==> config.mk <==
export PLATFORM = sky130hd
export DESIGN_NAME = dmem_bridge_flat
export DESIGN_NICKNAME = d
export VERILOG_FILES = /design/src/rtl/dmem_bridge_if.sv /design/src/rtl/dmem_bridge.sv /design/src/flat_wrapper.sv
export SDC_FILE = /design/constraint.sdc
export NUM_CORES = 1
export LEC_CHECK = 0
export BUFFER_PORTS_ARGS = -buffer_cell sky130_fd_sc_hd__buf_2
export CAP_MARGIN = 20
export CORE_MARGIN = 2
export CORE_UTILIZATION = 41
export CTS_CLUSTER_DIAMETER = 80
export DETAILED_ROUTE_END_ITERATION = 16
export PLACE_DENSITY = 0.69
export REMOVE_ABC_BUFFERS = 1
export SLEW_MARGIN = 20
export SYNTH_ARGS = -nofsm -noshare
export SYNTH_HDL_FRONTEND = slang
export SYNTH_SLANG_ARGS = --single-unit
==> constraint.sdc <==
create_clock -name clk -period 5.01 [get_ports clk]
set_clock_uncertainty 0.05 [all_clocks]
set_input_delay 0.7515 -clock clk [delete_from_list [all_inputs] [get_ports clk]]
set_output_delay 0.7515 -clock clk [all_outputs]
set_load 0.05 [all_outputs]
==> src/rtl/dmem_bridge_if.sv <==
// RAM-side bus of the data-memory bridge: registered request/address/data out, ready/read data back.
interface dmem_bridge_if #(
    parameter int unsigned AW = 16
);
    logic          mem_req;
    logic          mem_we;
    logic [AW-1:0] mem_addr;
    logic [31:0]   mem_wdata;
    logic          mem_ready;
    logic [31:0]   mem_rdata;

    modport master (
        output mem_req, mem_we, mem_addr, mem_wdata,
        input  mem_ready, mem_rdata
    );

    modport slave (
        input  mem_req, mem_we, mem_addr, mem_wdata,
        output mem_ready, mem_rdata
    );
endinterface

==> src/rtl/dmem_bridge.sv <==
// Bridges a single-cycle core data port to a variable-latency word RAM, stalling the core until done.
// Optional misaligned-access trap enabled by defining DMEM_MISALIGN_CHK_EN.
module dmem_bridge #(
    parameter int unsigned AW       = 16,
    parameter int unsigned TIMEOUT  = 15,
    parameter logic [31:0] ERR_DATA = 32'hDEADBEEF
) (
    input  logic        clk,
    input  logic        reset,
    input  logic        memread,
    input  logic        memwrite,
    input  logic [31:0] addr,
    input  logic [31:0] wdata,
    output logic [31:0] rdata,
    output logic        stall,
    output logic        bus_err,
    output logic        misalign,
    dmem_bridge_if.master mem
);

    typedef enum logic [1:0] {StIdle, StReq, StDone} state_e;

    localparam logic [7:0] TimerLast = 8'(TIMEOUT - 1);

    state_e        state_q, state_d;
    logic          req_q, req_d;
    logic          we_q, we_d;
    logic [AW-1:0] maddr_q, maddr_d;
    logic [31:0]   wdata_q, wdata_d;
    logic [31:0]   rdata_q, rdata_d;
    logic          zero_q, zero_d;
    logic          bus_err_q, bus_err_d;
    logic [7:0]    timer_q, timer_d;
    logic          acc;
    logic          unused_addr;

    assign acc         = memread | memwrite;
    assign unused_addr = ^addr;

`ifdef DMEM_MISALIGN_CHK_EN
    logic mis_q, mis_d;
    logic mis_addr;
    assign mis_addr = addr[1:0] != 2'b00;
    assign misalign = mis_q;
`else
    assign misalign = 1'b0;
`endif

    always_ff @(posedge clk) begin
        if (reset) begin
            state_q   <= StIdle;
            req_q     <= 1'b0;
            we_q      <= 1'b0;
            maddr_q   <= '0;
            wdata_q   <= '0;
            rdata_q   <= '0;
            zero_q    <= 1'b0;
            bus_err_q <= 1'b0;
            timer_q   <= '0;
`ifdef DMEM_MISALIGN_CHK_EN
            mis_q     <= 1'b0;
`endif
        end else begin
            state_q   <= state_d;
            req_q     <= req_d;
            we_q      <= we_d;
            maddr_q   <= maddr_d;
            wdata_q   <= wdata_d;
            rdata_q   <= rdata_d;
            zero_q    <= zero_d;
            bus_err_q <= bus_err_d;
            timer_q   <= timer_d;
`ifdef DMEM_MISALIGN_CHK_EN
            mis_q     <= mis_d;
`endif
        end
    end

    always_comb begin
        state_d   = state_q;
        req_d     = req_q;
        we_d      = we_q;
        maddr_d   = maddr_q;
        wdata_d   = wdata_q;
        rdata_d   = rdata_q;
        zero_d    = zero_q;
        bus_err_d = 1'b0;
        timer_d   = timer_q;
        stall     = 1'b0;
`ifdef DMEM_MISALIGN_CHK_EN
        mis_d     = 1'b0;
`endif
        unique case (state_q)
            StIdle: begin
                if (acc) begin
                    stall = 1'b1;
`ifdef DMEM_MISALIGN_CHK_EN
                    if (mis_addr) begin
                        // Trapped access never reaches the RAM; core sees a 1-cycle stall.
                        mis_d   = 1'b1;
                        zero_d  = 1'b1;
                        state_d = StDone;
                    end else begin
`else
                    begin
`endif
                        we_d    = memwrite;
                        maddr_d = addr[AW+1:2];
                        wdata_d = wdata;
                        // Read+write together acts as a write and returns zero.
                        zero_d  = memread & memwrite;
                        req_d   = 1'b1;
                        timer_d = '0;
                        state_d = StReq;
                    end
                end
            end
            StReq: begin
                stall = 1'b1;
                if (mem.mem_ready) begin
                    req_d = 1'b0;
                    if (!we_q) rdata_d = mem.mem_rdata;
                    state_d = StDone;
                end else if (timer_q == TimerLast) begin
                    req_d     = 1'b0;
                    rdata_d   = ERR_DATA;
                    zero_d    = 1'b0;
                    bus_err_d = 1'b1;
                    state_d   = StDone;
                end else begin
                    timer_d = timer_q + 8'd1;
                end
            end
            StDone:  state_d = StIdle;
            default: state_d = StIdle;
        endcase
    end

    assign rdata         = (state_q == StDone && zero_q) ? 32'h0 : rdata_q;
    assign bus_err       = bus_err_q;
    assign mem.mem_req   = req_q;
    assign mem.mem_we    = we_q;
    assign mem.mem_addr  = maddr_q;
    assign mem.mem_wdata = wdata_q;

endmodule

==> src/flat_wrapper.sv <==
// flat-port wrapper written by rule: the top's interface ports become plain ports
module dmem_bridge_flat 
#(
    parameter int unsigned AW       = 16,
    parameter int unsigned TIMEOUT  = 15,
    parameter logic [31:0] ERR_DATA = 32'hDEADBEEF
)
  (clk, reset, memread, memwrite, addr, wdata, rdata, stall, bus_err, misalign, mem_mem_req, mem_mem_we, mem_mem_addr, mem_mem_wdata, mem_mem_ready, mem_mem_rdata);
  dmem_bridge_if #(.AW(AW)) mem_i ();
  input  logic clk;
  input  logic reset;
  input  logic memread;
  input  logic memwrite;
  input  logic [31:0] addr;
  input  logic [31:0] wdata;
  output logic [31:0] rdata;
  output logic stall;
  output logic bus_err;
  output logic misalign;
  output wire logic [$bits(mem_i.mem_req)-1:0] mem_mem_req;
  output wire logic [$bits(mem_i.mem_we)-1:0] mem_mem_we;
  output wire logic [$bits(mem_i.mem_addr)-1:0] mem_mem_addr;
  output wire logic [$bits(mem_i.mem_wdata)-1:0] mem_mem_wdata;
  input wire logic [$bits(mem_i.mem_ready)-1:0] mem_mem_ready;
  input wire logic [$bits(mem_i.mem_rdata)-1:0] mem_mem_rdata;
  assign mem_mem_req = mem_i.mem_req;
  assign mem_mem_we = mem_i.mem_we;
  assign mem_mem_addr = mem_i.mem_addr;
  assign mem_mem_wdata = mem_i.mem_wdata;
  assign mem_i.mem_ready = mem_mem_ready;
  assign mem_i.mem_rdata = mem_mem_rdata;
  dmem_bridge #(.AW(AW), .TIMEOUT(TIMEOUT), .ERR_DATA(ERR_DATA)) u_core (.clk(clk), .reset(reset), .memread(memread), .memwrite(memwrite), .addr(addr), .wdata(wdata), .rdata(rdata), .stall(stall), .bus_err(bus_err), .misalign(misalign), .mem(mem_i));
endmodule
==> results.py <==
metrics = {
    "outcome": {
        "status": "finished clean",
    },
    "timing": {
        "fmax_mhz": 336,
        "fin_crit_ns": 2.97,
        "layout_setup_ws_ns": 2.04,
        "fin_crit_sh_pct": 59.3,
        "final_hold_viol_count": 0,
        "tns_ns": 0,
        "slew-limit-headroom_pct": 38.1,
        "setup_viol": 0,
        "drv_slew": 0,
        "max_slew.worst_pin.slew_ns": 0.926,
        "rsz0062_at_grt": "no",
    },
    "power": {
        "internal-power_w": 0.00118,
        "powerDensity_nw_per_um2": 354,
        "seqPwrFrac_pct": 46.6,
        "p_switching_w": 0.000589,
        "sw_frac_of_total_pct": 33.4,
        "combinationalPowerShare_pct": 24.1,
        "pwr-share-clk_pct": 29.3,
        "peakVddDrop_v": 0.000159,
        "total_leakage_power_nw": 2.34,
    },
    "synth": {
        "ys.warnings.count": 0,
        "syn_avg_cell_area_um2": 8.52,
        "synth_edf_count": 0,
        "netlist_area_um2": 3860,
        "ys.flop_type": "dfxtp_1",
        "synthArstFlopShare_pct": 0,
        "ys_ff_latch": 94,
        "netlist-cell-type-count": 45,
        "synth_cells": 453,
        "ys_seq_area_share_pct": 48.8,
    },
    "grt": {
        "antenna_found_initial": 0,
        "gr-total-overflow": 0,
        "grt_pass1_wl_um": 15000,
        "grtUsageTotal_pct": 18.1,
        "grt_pass1_vias": 3373,
        "grt_max_degree": 77,
    },
    "clock_tree": {
        "cts_resized": 0,
        "cts.htree.levels": 3,
        "clk_pin_slew_ns": 0.09,
        "clk_path_buf_depth": 2,
        "cts_tree": "built",
        "cts_buffers": 9,
        "root_buffer": "clkbuf_8",
        "cts-hold-fix-buffers": 0,
        "cts_sinks": 94,
        "clk_latency_ns": 0.34,
        "postCtsSetupRepairBufs": 0,
    },
    "worst_hold_path": {
        "min_to": "u_core.mem.mem_addr[6]",
        "hold_class": "reg -> reg",
        "worstHoldStart": "u_core.mem.mem_addr[6]",
        "holdPathStages": 2,
    },
    "floorplan": {
        "die-area_um2": 10200,
        "fp.dieW_um": 101,
        "top_level_ports": 186,
        "rows": 35,
        "core_area_um2": 9200,
        "start_util_pct": 41.9,
        "die_h_um": 101,
    },
    "critical_path": {
        "path_class": "reg -> out",
        "crit_slowest_cell": "nand3b_1",
        "max_stage_delay_ns": 0.68,
        "cp-end-kind": "primary output",
        "r2r_slack_ns": 2.92,
        "crit_arrival_ns": 2.17,
        "reg2reg_to": "u_core.rdata_q[10]",
        "rr_worst_depth": 7,
        "startpoint_type": "flip-flop",
        "path_max_fanout": 32,
        "critical_path.cell_chain": "nand3b_1, and2_1, buf_2",
        "r2r_start": "u_core.timer_q[0]",
        "cp.required_ns": 4.21,
    },
    "route": {
        "post_drt_via_cell_ratio": 5.00,
        "wl_um": 9400,
        "via_count": 3606,
        "routedWlPerCell_um": 13.0,
        "first_pass_iters": 5,
        "drc": 0,
        "antenna_left": 0,
        "drt_iter0_markers": 253,
    },
    "run": {
        "maxCapViolations": 0,
    },
    "placement": {
        "port_buffers": 168,
        "dpl.hpwl_um": 6610,
        "place_congestion": 0.804,
        "pre_cts_slack_ns": 2.38,
        "place_area_um2": 4750,
    },
    "final_layout": {
        "area_growth_pct": 29.3,
        "fillerInstances": 851,
        "fin_nets": 708,
        "layout_commonest_cell": "buf_2",
        "register_area_um2": 1880,
        "final_cell_mix": "buf_2 (168), nand2_1 (101), dfxtp_1 (94), a21oi_1 (55), and2_1 (32)",
        "stdcell_area_um2": 4990,
        "n_antenna_cell": 0,
        "drive_gt1_share_pct": 36.2,
        "multi_input_area_um2": 1750,
    },
}
through the flow:
step           std cells  hold WS (ns)  total power (W)  util, %
4_1_cts              720         0.407          0.00178     53.9
3_3_place_gp         703         0.389          0.00125     51.4
2_1_floorplan        422         0.380          0.00113        -
6_report             721         0.405          0.00176     54.2
5_1_grt              721         0.426          0.00185     54.2
3_5_place_dp         704         0.394          0.00126     51.7
routing by layer:
metal	share of wire, %	up-vias	global-route usage [%]
met1	44	1628	21.5
met4	1.1	0	5.93
met2	45	154	30.4
met5	0	-	0
li1	-	1812	-
met3	9.9	12	6.45
logic make-up after synthesis:
logic type	Yosys count	share of synthesized area (%)
compound gates	106	20.7
fa+ha+maj	2	0.649
buf+inv	57	6.36
flops	94	48.8
mux	1	0.259
other cells	1	0.0972
simple gates	192	23.2
how the worst max path moves through the flow:
| stage | slack [ns] | endpoint | start | cells after the start |
|---|---|---|---|---|
| floorplan | 1.36 | u_core.mem.mem_addr[0] | memwrite | 3 |
| global placement | 2.42 | rdata[14] | u_core.state_q[1] | 3 |
| detailed placement | 2.38 | rdata[0] | u_core.state_q[1] | 3 |
| CTS | 1.98 | rdata[0] | u_core.state_q[1] | 3 |
| global route | 1.87 | rdata[0] | u_core.state_q[1] | 3 |
| finish | 2.04 | rdata[16] | u_core.state_q[1] | 3 |
synth_stat cells, types with 3 or more instances:
| cell type | number | area [um^2] |
|---|---|---|
| a211oi_2 | 24 | 300 |
| a21oi_1 | 55 | 275 |
| a32o_1 | 8 | 80.1 |
| and2_1 | 32 | 200 |
| and3_1 | 5 | 31.3 |
| buf_2 | 4 | 20.0 |
| buf_6 | 3 | 33.8 |
| clkbuf_1 | 22 | 82.6 |
| dfxtp_1 | 94 | 1880 |
| inv_1 | 26 | 97.6 |
| nand2_1 | 101 | 379 |
| nand3_1 | 4 | 20.0 |
| nor2_1 | 30 | 113 |
| nor3_1 | 4 | 20.0 |
| o21ai_0 | 3 | 15.0 |
registers in the layout (all words and copies together) (netlist names):
| name | count |
|---|---|
| u_core.zero_q | 1 |
| u_core.mem.mem_req | 1 |
| u_core.mem.mem_we | 1 |
| u_core.timer_q | 8 |
| u_core.state_q | 2 |
| u_core.rdata_q | 32 |
| u_core.mem.mem_wdata | 32 |
| u_core.mem.mem_addr | 16 |
| u_core.bus_err | 1 |
critical path: cells and delay by family, from the launching register on:
kind | cells | cell delay [ns]
buf+inv | 1 | 0.21
flops | 1 | 0.47
simple gates | 2 | 1.14
power by group through the flow:
| stage | registers (W) | logic [W] | clock network [W] |
|---|---|---|---|
| floorplan | 0.000947 | 0.000183 | 0 |
| global placement | 0.000837 | 0.000415 | 0 |
| detailed placement | 0.000839 | 0.000424 | 0 |
| CTS | 0.000822 | 0.000425 | 0.000532 |
| global route | 0.000829 | 0.000458 | 0.000568 |
| finish | 0.000822 | 0.000425 | 0.000517 |
area by class of cell:
| type | instances | area share, % |
|---|---|---|
| well taps | 111 | 2.79 |
| inverters | 26 | 1.96 |
| clock inverters | 5 | 1.13 |
| multi-input cells | 302 | 35.1 |
| flip-flops and latches | 94 | 37.7 |
| clock buffers | 11 | 3.04 |
| repair buffers | 172 | 18.3 |
No activity file was read; power rests on OpenSTA's default activity.
